**src/rtl/sap_alu_pkg.sv**
```systemverilog
// sap_alu_pkg: shared types for the sequential SAP ALU.
// Op encoding, flag bit positions, FSM states, flag packer.
package sap_alu_pkg;

  typedef enum logic [2:0] {
    OP_ADD = 3'b000,
    OP_SUB = 3'b001,
    OP_AND = 3'b010,
    OP_OR  = 3'b011,
    OP_XOR = 3'b100,
    OP_SHL = 3'b101,
    OP_SHR = 3'b110,
    OP_ROL = 3'b111
  } alu_op_t;

  localparam int FLAG_C = 0;
  localparam int FLAG_Z = 1;
  localparam int FLAG_N = 2;
  localparam int FLAG_V = 3;

  typedef enum logic {
    IDLE  = 1'b0,
    SHIFT = 1'b1
  } state_t;

  function automatic logic [3:0] pack_flags(
    input logic v,
    input logic n,
    input logic z,
    input logic c
  );
    logic [3:0] f;
    f = '0;
    f[FLAG_V] = v;
    f[FLAG_N] = n;
    f[FLAG_Z] = z;
    f[FLAG_C] = c;
    return f;
  endfunction

endpackage

```
**src/rtl/sap_alu_seq_if.sv**
```systemverilog
// sap_alu_seq_if: sequencer <-> ALU request/result bundle.
// master drives start/op/shamt/ina/inb/Eu; slave returns bus_out/result_q/flags/busy/done.
interface sap_alu_seq_if #(
  parameter int WIDTH   = 8,
  parameter int SHAMT_W = $clog2(WIDTH)
);
  logic               start;
  logic [2:0]         op;
  logic [SHAMT_W-1:0] shamt;
  logic [WIDTH-1:0]   ina;
  logic [WIDTH-1:0]   inb;
  logic               Eu;
  logic [WIDTH-1:0]   bus_out;
  logic [WIDTH-1:0]   result_q;
  logic [3:0]         flags;
  logic               busy;
  logic               done;

  modport master (
    output start, op, shamt, ina, inb, Eu,
    input  bus_out, result_q, flags, busy, done
  );

  modport slave (
    input  start, op, shamt, ina, inb, Eu,
    output bus_out, result_q, flags, busy, done
  );
endinterface

```
**src/rtl/sap_alu_shifter.sv**
```systemverilog
// sap_alu_shifter: serial one-bit-per-step SHL/SHR/ROL engine.
// load latches din/shamt/op; step shifts once; last marks the final step; nxt_d/nxt_c are the post-step value and carry.
import sap_alu_pkg::*;

module sap_alu_shifter #(
  parameter int WIDTH   = 8,
  parameter int SHAMT_W = $clog2(WIDTH)
) (
  input  logic               clk,
  input  logic               clr_n,
  input  logic               load,
  input  logic               step,
  input  alu_op_t            op,
  input  logic [SHAMT_W-1:0] shamt,
  input  logic [WIDTH-1:0]   din,
  output logic               last,
  output logic [WIDTH-1:0]   nxt_d,
  output logic               nxt_c
);

  logic [WIDTH-1:0]   sreg;
  logic [SHAMT_W-1:0] cnt;
  alu_op_t            mode;

  always_comb begin
    nxt_d = sreg;
    nxt_c = 1'b0;
    unique case (1'b1)
      mode == OP_SHL: begin
        nxt_d = {sreg[WIDTH-2:0], 1'b0};
        nxt_c = sreg[WIDTH-1];
      end
      mode == OP_SHR: begin
        nxt_d = {1'b0, sreg[WIDTH-1:1]};
        nxt_c = sreg[0];
      end
      mode == OP_ROL: begin
        nxt_d = {sreg[WIDTH-2:0], sreg[WIDTH-1]};
        nxt_c = sreg[WIDTH-1];
      end
      default: ;
    endcase
  end

  // Count is nonzero whenever stepping, so 1 marks the final shift.
  assign last = (cnt == SHAMT_W'(1));

  always_ff @(posedge clk or negedge clr_n) begin
    if (!clr_n) begin
      sreg <= '0;
      cnt  <= '0;
      mode <= OP_ADD;
    end else if (load) begin
      sreg <= din;
      cnt  <= shamt;
      mode <= op;
    end else if (step) begin
      sreg <= nxt_d;
      cnt  <= cnt - SHAMT_W'(1);
    end
  end

endmodule

```
**src/rtl/sap_alu_seq.sv**
```systemverilog
// sap_alu_seq: registered SAP ALU with start/busy/done and serial shifts.
// Ports: clk, clr_n (async active-low), bus (sap_alu_seq_if.slave).
import sap_alu_pkg::*;

module sap_alu_seq #(
  parameter int WIDTH   = 8,
  parameter int SHAMT_W = $clog2(WIDTH)
) (
  input  logic          clk,
  input  logic          clr_n,
  sap_alu_seq_if.slave  bus
);

  state_t           state_q;
  state_t           state_d;
  logic [WIDTH-1:0] result_q;
  logic [3:0]       flags_q;
  logic             done_q;

  alu_op_t          op_c;
  logic             is_shift;
  logic             is_sub;
  logic [WIDTH-1:0] bx;
  logic [WIDTH:0]   sum;
  logic [WIDTH-1:0] alu_r;
  logic             alu_c;
  logic             alu_v;

  logic             load;
  logic             step;
  logic             fin_one;
  logic             fin_sh;
  logic             sh_last;
  logic [WIDTH-1:0] sh_d;
  logic             sh_c;

  assign op_c     = alu_op_t'(bus.op);
  assign is_shift = (op_c == OP_SHL) ||
                    (op_c == OP_SHR) ||
                    (op_c == OP_ROL);
  assign is_sub   = (op_c == OP_SUB);

  // SUB reuses the adder as ina + ~inb + 1.
  always_comb begin
    bx  = is_sub ? ~bus.inb : bus.inb;
    sum = {1'b0, bus.ina} + {1'b0, bx} +
          {{WIDTH{1'b0}}, is_sub};
  end

  always_comb begin
    alu_r = '0;
    alu_c = 1'b0;
    alu_v = 1'b0;
    unique case (1'b1)
      op_c == OP_ADD,
      op_c == OP_SUB: begin
        alu_r = sum[WIDTH-1:0];
        alu_c = sum[WIDTH];
        alu_v = (bus.ina[WIDTH-1] == bx[WIDTH-1]) &&
                (sum[WIDTH-1] != bus.ina[WIDTH-1]);
      end
      op_c == OP_AND: alu_r = bus.ina & bus.inb;
      op_c == OP_OR:  alu_r = bus.ina | bus.inb;
      op_c == OP_XOR: alu_r = bus.ina ^ bus.inb;
      is_shift:       alu_r = bus.ina;
      default: ;
    endcase
  end

  always_comb begin
    state_d = state_q;
    load    = 1'b0;
    step    = 1'b0;
    fin_one = 1'b0;
    fin_sh  = 1'b0;
    unique case (state_q)
      IDLE: begin
        if (bus.start) begin
          if (is_shift && (bus.shamt != '0)) begin
            load    = 1'b1;
            state_d = SHIFT;
          end else begin
            fin_one = 1'b1;
          end
        end
      end
      SHIFT: begin
        step = 1'b1;
        if (sh_last) begin
          fin_sh  = 1'b1;
          state_d = IDLE;
        end
      end
      default: state_d = IDLE;
    endcase
  end

  sap_alu_shifter #(
    .WIDTH   (WIDTH),
    .SHAMT_W (SHAMT_W)
  ) u_shifter (
    .clk   (clk),
    .clr_n (clr_n),
    .load  (load),
    .step  (step),
    .op    (op_c),
    .shamt (bus.shamt),
    .din   (bus.ina),
    .last  (sh_last),
    .nxt_d (sh_d),
    .nxt_c (sh_c)
  );

  always_ff @(posedge clk or negedge clr_n) begin
    if (!clr_n) begin
      state_q  <= IDLE;
      result_q <= '0;
      flags_q  <= '0;
      done_q   <= 1'b0;
    end else begin
      state_q <= state_d;
      done_q  <= fin_one | fin_sh;
      if (fin_one) begin
        result_q <= alu_r;
        flags_q  <= pack_flags(alu_v, alu_r[WIDTH-1],
                               alu_r == '0, alu_c);
      end else if (fin_sh) begin
        result_q <= sh_d;
        flags_q  <= pack_flags(1'b0, sh_d[WIDTH-1],
                               sh_d == '0, sh_c);
      end
    end
  end

  assign bus.result_q = result_q;
  assign bus.flags    = flags_q;
  assign bus.busy     = (state_q == SHIFT);
  assign bus.done     = done_q;
  assign bus.bus_out  = bus.Eu ? result_q : '0;

endmodule

```
**src/flat_wrapper.sv**
```systemverilog
// flat-port wrapper written by rule: the top's interface ports become plain ports
module sap_alu_seq_flat 
#(
  parameter int WIDTH   = 8,
  parameter int SHAMT_W = $clog2(WIDTH)
)
  (clk, clr_n, bus_start, bus_op, bus_shamt, bus_ina, bus_inb, bus_Eu, bus_bus_out, bus_result_q, bus_flags, bus_busy, bus_done);
  sap_alu_seq_if #(.WIDTH(WIDTH), .SHAMT_W(SHAMT_W)) bus_i ();
  input  logic clk;
  input  logic clr_n;
  input wire logic [$bits(bus_i.start)-1:0] bus_start;
  input wire logic [$bits(bus_i.op)-1:0] bus_op;
  input wire logic [$bits(bus_i.shamt)-1:0] bus_shamt;
  input wire logic [$bits(bus_i.ina)-1:0] bus_ina;
  input wire logic [$bits(bus_i.inb)-1:0] bus_inb;
  input wire logic [$bits(bus_i.Eu)-1:0] bus_Eu;
  output wire logic [$bits(bus_i.bus_out)-1:0] bus_bus_out;
  output wire logic [$bits(bus_i.result_q)-1:0] bus_result_q;
  output wire logic [$bits(bus_i.flags)-1:0] bus_flags;
  output wire logic [$bits(bus_i.busy)-1:0] bus_busy;
  output wire logic [$bits(bus_i.done)-1:0] bus_done;
  assign bus_i.start = bus_start;
  assign bus_i.op = bus_op;
  assign bus_i.shamt = bus_shamt;
  assign bus_i.ina = bus_ina;
  assign bus_i.inb = bus_inb;
  assign bus_i.Eu = bus_Eu;
  assign bus_bus_out = bus_i.bus_out;
  assign bus_result_q = bus_i.result_q;
  assign bus_flags = bus_i.flags;
  assign bus_busy = bus_i.busy;
  assign bus_done = bus_i.done;
  sap_alu_seq #(.WIDTH(WIDTH), .SHAMT_W(SHAMT_W)) u_core (.clk(clk), .clr_n(clr_n), .bus(bus_i));
endmodule
```
**config.mk**
```make
export PLATFORM = sky130hd
export DESIGN_NAME = sap_alu_seq_flat
export DESIGN_NICKNAME = d
export VERILOG_FILES = /design/src/rtl/sap_alu_pkg.sv /design/src/rtl/sap_alu_seq_if.sv /design/src/rtl/sap_alu_shifter.sv /design/src/rtl/sap_alu_seq.sv /design/src/flat_wrapper.sv
export SDC_FILE = /design/constraint.sdc
export NUM_CORES = 1
export LEC_CHECK = 0
export BUFFER_PORTS_ARGS = -buffer_cell sky130_fd_sc_hd__buf_2
export CAP_MARGIN = 5
export CORE_MARGIN = 2
export CORE_UTILIZATION = 35
export DETAILED_ROUTE_END_ITERATION = 6
export PLACE_DENSITY_LB_ADDON = 0.15
export SYNTH_ARGS = -nofsm -noshare
export SYNTH_HDL_FRONTEND = slang
export SYNTH_SLANG_ARGS = --single-unit
```
**constraint.sdc**
```tcl
create_clock -name clk -period 2 [get_ports clk]
set_input_delay 0.1 -clock clk [delete_from_list [all_inputs] [get_ports clk]]
set_output_delay 0.1 -clock clk [all_outputs]
set_load 0.005 [all_outputs]
```
Word level (Yosys, flattened, before mapping)
Cells that the tools add are included.
{ "totals": {"inputBits": 26, "output_inout_bits": 22, "reg_bits": 28, "elab_cells": 67} }
{ "op_classes": {"n_eq_ne": 13, "muxes": 26, "n_addsub": 3, "bitwise_logic": 6, "reduce_logical": 12} }
{ "op_table": {"columns": ["operator", "n"], "rows": [
  ["$mux W8", 6],
  ["$pmux W8 S5", 1],
  ["$pmux W8 S3", 1],
  ["$eq A3 B3 Y1 const B", 7],
  ["$logic_not A8 Y1", 2],
  ["$mux W1", 12],
  ["$add A8 B8 Y9", 1],
  ["$add A9 B1 Y9", 1],
  ["$and A8 B8 Y8", 1],
  ["$mux W4", 2],
  ["$not A8 Y8", 1],
  ["$or A8 B8 Y8", 1],
  ["$xor A8 B8 Y8", 1],
  ["$eq A3 B1 Y1 const B", 2],
  ["$eq A3 B2 Y1 const B", 2],
  ["$mux W3", 2],
  ["$pmux W1 S2", 2],
  ["$reduce_bool A2 Y1", 2],
  ["$reduce_or A2 Y1", 2],
  ["$logic_not A3 Y1", 1],
  ["$reduce_bool A3 Y1", 1],
  ["$sub A3 B1 Y3 const B", 1],
  ["$logic_and A1 B1 Y1", 2],
  ["$logic_or A1 B1 Y1", 2],
  ["other kinds (4)", 4]
]} }

Depth between registers and ports, before layout
{ "logic_depth": {"word_depth": 8, "mapped_depth": 14, "ltp_nobuf": 11} }

Hierarchy
From an unflattened synthesis, not the netlist that was laid out.
{ "hier_totals": {"hier_cells": 321, "hier_area_um2": 2598.7} }
{ "by_module_without_submodules": {"columns": ["mod", "cells_each", "seq_area_each_um2", "area_per_inst_um2", "instances"], "rows": [
  ["sap_alu_seq", 221, 325.3, 1749.2, 1],
  ["sap_alu_shifter", 100, 350.3, 849.6, 1]
]} }

Worst setup path before layout
No wires, ideal clock.
{ "synth_timing": {"path_kind": "input port to flip-flop", "from": "input bus_op[0]", "to": "register u_core.flags_q[1], in the netlist u_core.bus.flags[1]", "path_buffers": 4, "required_time_ps": 1924, "setup_ps": 76, "arrival_time_ps": 2779, "setup_slack_ps": -856, "stages": 13, "path_cell_list": "buf_6 buf_2 buf_2 and2_1 clkbuf_1 xnor2_1 ha_1 and4b_4 a41o_1 or4_1 a31oi_1 nand2_1 o21ai_1"} }
{ "synth_via": {"elab_chain_len": 8, "elab_cells_between_ends": 22, "classes_between": "2 x add/sub; 7 x eq/ne; 6 x mux; 7 x reduce/logical"} }
{ "synth_rtl": {"columns": ["element", "line_no", "text"], "rows": [
  ["from (decl)", "flat_wrapper.sv:12", "input wire logic [$bits(bus_i.op)-1:0] bus_op;"],
  ["parallel branches: the longest is 8 deep, another holds $add A8 B8 Y9", null, null],
  ["to (signal assigned)", "sap_alu_seq.sv:125", "flags_q <= pack_flags(alu_v, alu_r[WIDTH-1],"],
  ["to (signal assigned)", "sap_alu_seq.sv:129", "flags_q <= pack_flags(1'b0, sh_d[WIDTH-1],"],
  ["to (decl)", "sap_alu_seq.sv:17", "logic [3:0] flags_q;"]
]} }
Several ways; the timed one is not identified.
A chain may end at the register's enable or synchronous reset.

Worst setup path in the final report
{ "layout_timing": {"from": "input bus_op[2]", "to": "register u_core.flags_q[1], in the netlist u_core.bus.flags[1]"} }
Same word-level chain as after synthesis.

==> out/summary.md <==
The logs give 676 um2 for the sequential cell area in the final layout and 0.00371 mm2 for the final instance area. The tools report the sequential share of the synthesized area as 0.250. The area of the die is 0.00844 mm2, and the leakage power is 1.77 nW.

Core area: 0.00761 mm2. The data arrival at the endpoint of the critical path is 2.22 ns. Primary flip-flop cell chosen by synthesis mapping: dfrtp_1. The pin slew with the least headroom to its limit is 0.630 ns. The run gives 0.580 as the normalized max-slew margin.

The sequential share of power was 0.316. Setup repair after global routing could not meet its margin everywhere. The net count after synthesis came out at 390.

The width of the chip came out at 91.9 um. The violation count after the first detailed-route iteration was 85; the share of synthesized flip-flops with an asynchronous set or reset was 1.00. The logs give 770 for the number of inserted filler cells in the final layout and 1.96 mW for the cell-internal power.

The logs give 2 for the number of buffers between clock root and the deepest sink and 0.00422 ns for the setup skew after layout. For this block, the via count after detailed routing is 2807. The initial antenna violation count came out at 0. Share of cells above drive strength 1: 0.350. The power share of the clock group is 0.096. Global-route wire length before repair: 13200 um. For the initial standard-cell utilization of the core, the log shows 0.355. The cell taking the most area after synthesis is dfrtp_1. Path type of the worst setup path: in2reg.

Once detailed placement completed, the half-perimeter wirelength came to 6260 um. The global routing usage summed across all routing layers is 0.193, and the count of unresolved DRC violations after routing is 0. The cell count after synthesis came out at 338. Area share of the leading cell type in the synthesized netlist: 0.250. The later-pin clock latency in the skew report was 0.28 ns. The max-slew violation count came out at 0.

The tools report the kind of start point of the critical path as a primary input. Nature of the critical path endpoint: a flip-flop. The weighted congestion reported at the end of routability-driven placement is 0.880, and the number of port buffers is 47. Clock tree synthesis found a total of 27 sinks. After synthesis, the most frequently instantiated cells are a21oi_1 (27), dfrtp_1 (27), inv_1 (27). The checks that failed: negative setup slack. The tool flagged a number of max-cap violations equal to 0. Compared with the post-synthesis result, the final layout area differs by 37.3%.

Each instance of the synthesized netlist takes up on average 8.00 um2. The share of total power consumed by net switching came out at 0.432. TritonCTS built the clock tree. The synthesized cell area came out at 0.00270 mm2.

The total overflow left after global routing is 0. For the maximum clock rate, the log shows 497 MHz. The die is 91.9 um tall. After synthesis, the cell types taking the most area are dfrtp_1 (25%), ha_1 (12%), a21oi_1 (5.0%), inv_1 (3.7%), nand2b_1 (3.2%). The final hold violation count is 0. For this run, the detailed router's first-pass iteration total came to 4.

The logs give 2663 for the via count of the first global-routing pass and 1.49 mW for the net switching power of the design. The aggregate negative setup slack was -0.0113 ns; the required time of the critical path was 2.21 ns. The Yosys step of the flow raised 0 warnings. The clock transition at the register clock pins on the worst setup and hold paths after CTS is 0.10 ns. The number of nets still failing antenna checks after routing is 0. Total I/O pin count: 48.

The placed instances occupy a cell area of 0.00344 mm2. The final worst setup slack was -0.0113 ns. The net count of the finished layout came out at 484. Number of cell rows: 32.

The multi-input combinational cells in the finished layout cover a total of 0.00202 mm2. The flow ran to the end, but the final reports show violations. The final layout contains routed wiring with a total length of 8230 um. The logs give 1 for the count of final setup violators and 1 for the CTS H-tree depth. Number of storage elements in the synthesis netlist: 27. The final period utilization was 1.01; the final critical delay including setup and external delays was 2.01 ns. Power spread over the standard cell area amounts to 929 mW/mm2.

The post-detailed-route wirelength per cell is 15.4 um, and the pin count of the biggest net entering global routing is 28. The portion of total power attributed to combinational logic was 0.588; the number of enable-type register cells in the synthesized netlist was 0. The tools report the maximum vdd ir drop as 0.325 mV.

The number of different library cells used by synthesis comes to 55. After detailed routing, the number of vias per cell comes to 5.27. The tools report the library cell used as clock root buffer as clkbuf_8.

The total CTS buffers is 3, and the antenna cell count is 0. The highest fanout seen on the critical path is 7. Type of the most critical hold path: in2reg.
==> layout by cell type (no fill, tap or decap), types with 6 or more instances in the layout <==
cell type and instances:
buf_2 45, dfrtp_1 27, nand3_1 9, nor2_1 21
nor2b_1 6, xnor2_1 6, nand2_1 23, ha_1 22
a221oi_1 7, and2_1 10, nand2b_1 13, o21ai_0 13
buf_4 64, a21oi_1 26, a211oi_1 8, inv_1 27
==> stage by stage <==
stage          hold slack (ns)  power (mW)  worst slack, ns   util  std cells
6_report                 0.135        3.45          -0.0113  0.488        533
4_1_cts                  0.136        3.37          -0.0385  0.472        530
3_3_place_gp             0.155        2.98           -0.426  0.453        524
5_1_grt                  0.164        3.75           -0.110  0.488        533
3_5_place_dp             0.154        3.02           -0.492  0.453        524
2_1_floorplan           -0.196        2.23           -0.443      -        338
==> power by group through the flow <==
stage	clock [mW]	combinational [mW]	sequential [mW]
final	0.330	2.03	1.09
after global routing	0.348	2.27	1.14
after CTS	0.324	1.96	1.09
after detailed placement	0	1.92	1.10
after global placement	0	1.89	1.09
after floorplan	0	1.22	1.01
==> state kept, by name (all words and copies together) (netlist names) <==
signal                 flops
u_core.u_shifter.mode      3
u_core.bus.busy            1
u_core.u_shifter.sreg      8
u_core.u_shifter.cnt       3
u_core.bus.result_q        7
u_core.bus.done            1
u_core.bus.flags           4
==> kinds of logic after synthesis <==
kind of cell               count (synthesis)  share of synthesized area
AOI/OAI and AO/OA                        106                      0.267
DFF                                       27                      0.250
xor gates and xnor gates                  10                     0.0324
adders and majority gates                 26                      0.123
and+or+nand+nor                          110                      0.216
buffers and inverters                     50                     0.0768
muxes                                      9                     0.0352
==> final timing paths <==
kind                                          startpoint                       end  slack (ns)  cells after the start
max in group asynchronous                          clr_n  u_core.u_shifter.sreg[2]        1.22                      2
min in group asynchronous                          clr_n  u_core.u_shifter.sreg[6]        0.37                      2
worst max-delay path                           bus_op[2]       u_core.bus.flags[1]       -0.01                     11
worst min-delay path                        bus_shamt[2]   u_core.u_shifter.cnt[2]        0.13                      3
worst min register to register       u_core.bus.flags[3]       u_core.bus.flags[3]        0.48                      2
worst max register to register  u_core.u_shifter.mode[2]       u_core.bus.flags[1]        0.27                      6
==> worst max-delay path, cell delays in order <==
cell and delay [ns]:
buf_8 0.10, nor2_4 0.09, and2_4 0.23, xnor2_1 0.14, ha_1 0.29, and3_1 0.21
a41o_1 0.25, or4_4 0.42, a31oi_2 0.17, nand2_1 0.07, o21ai_1 0.14
==> final cells by class <==
type	instances	share of cell area
Clock buffer	4	0.0121
Inverter	27	0.0273
Multi-Input combinational cell	261	0.544
Sequential cell	27	0.182
Tap cell	102	0.0344
Timing Repair Buffer	112	0.200
==> per-layer routing <==
layer,track usage,share of wire,vias to the layer above
met5,0,0,-
met4,0.0410,0.0092,0
met3,0.0115,0.031,4
met2,0.326,0.49,59
met1,0.273,0.47,1338
li1,-,-,1406
==> timing repair <==
action                                  CTS  global route
hold buffers                              1             0
hold endpoints to repair                 27             0
pin swaps                                 7             5
setup buffers                             1             3
endpoints found under the setup margin    6             8
gates resized for setup                  14            20
Power figures use the tool's default switching activity.
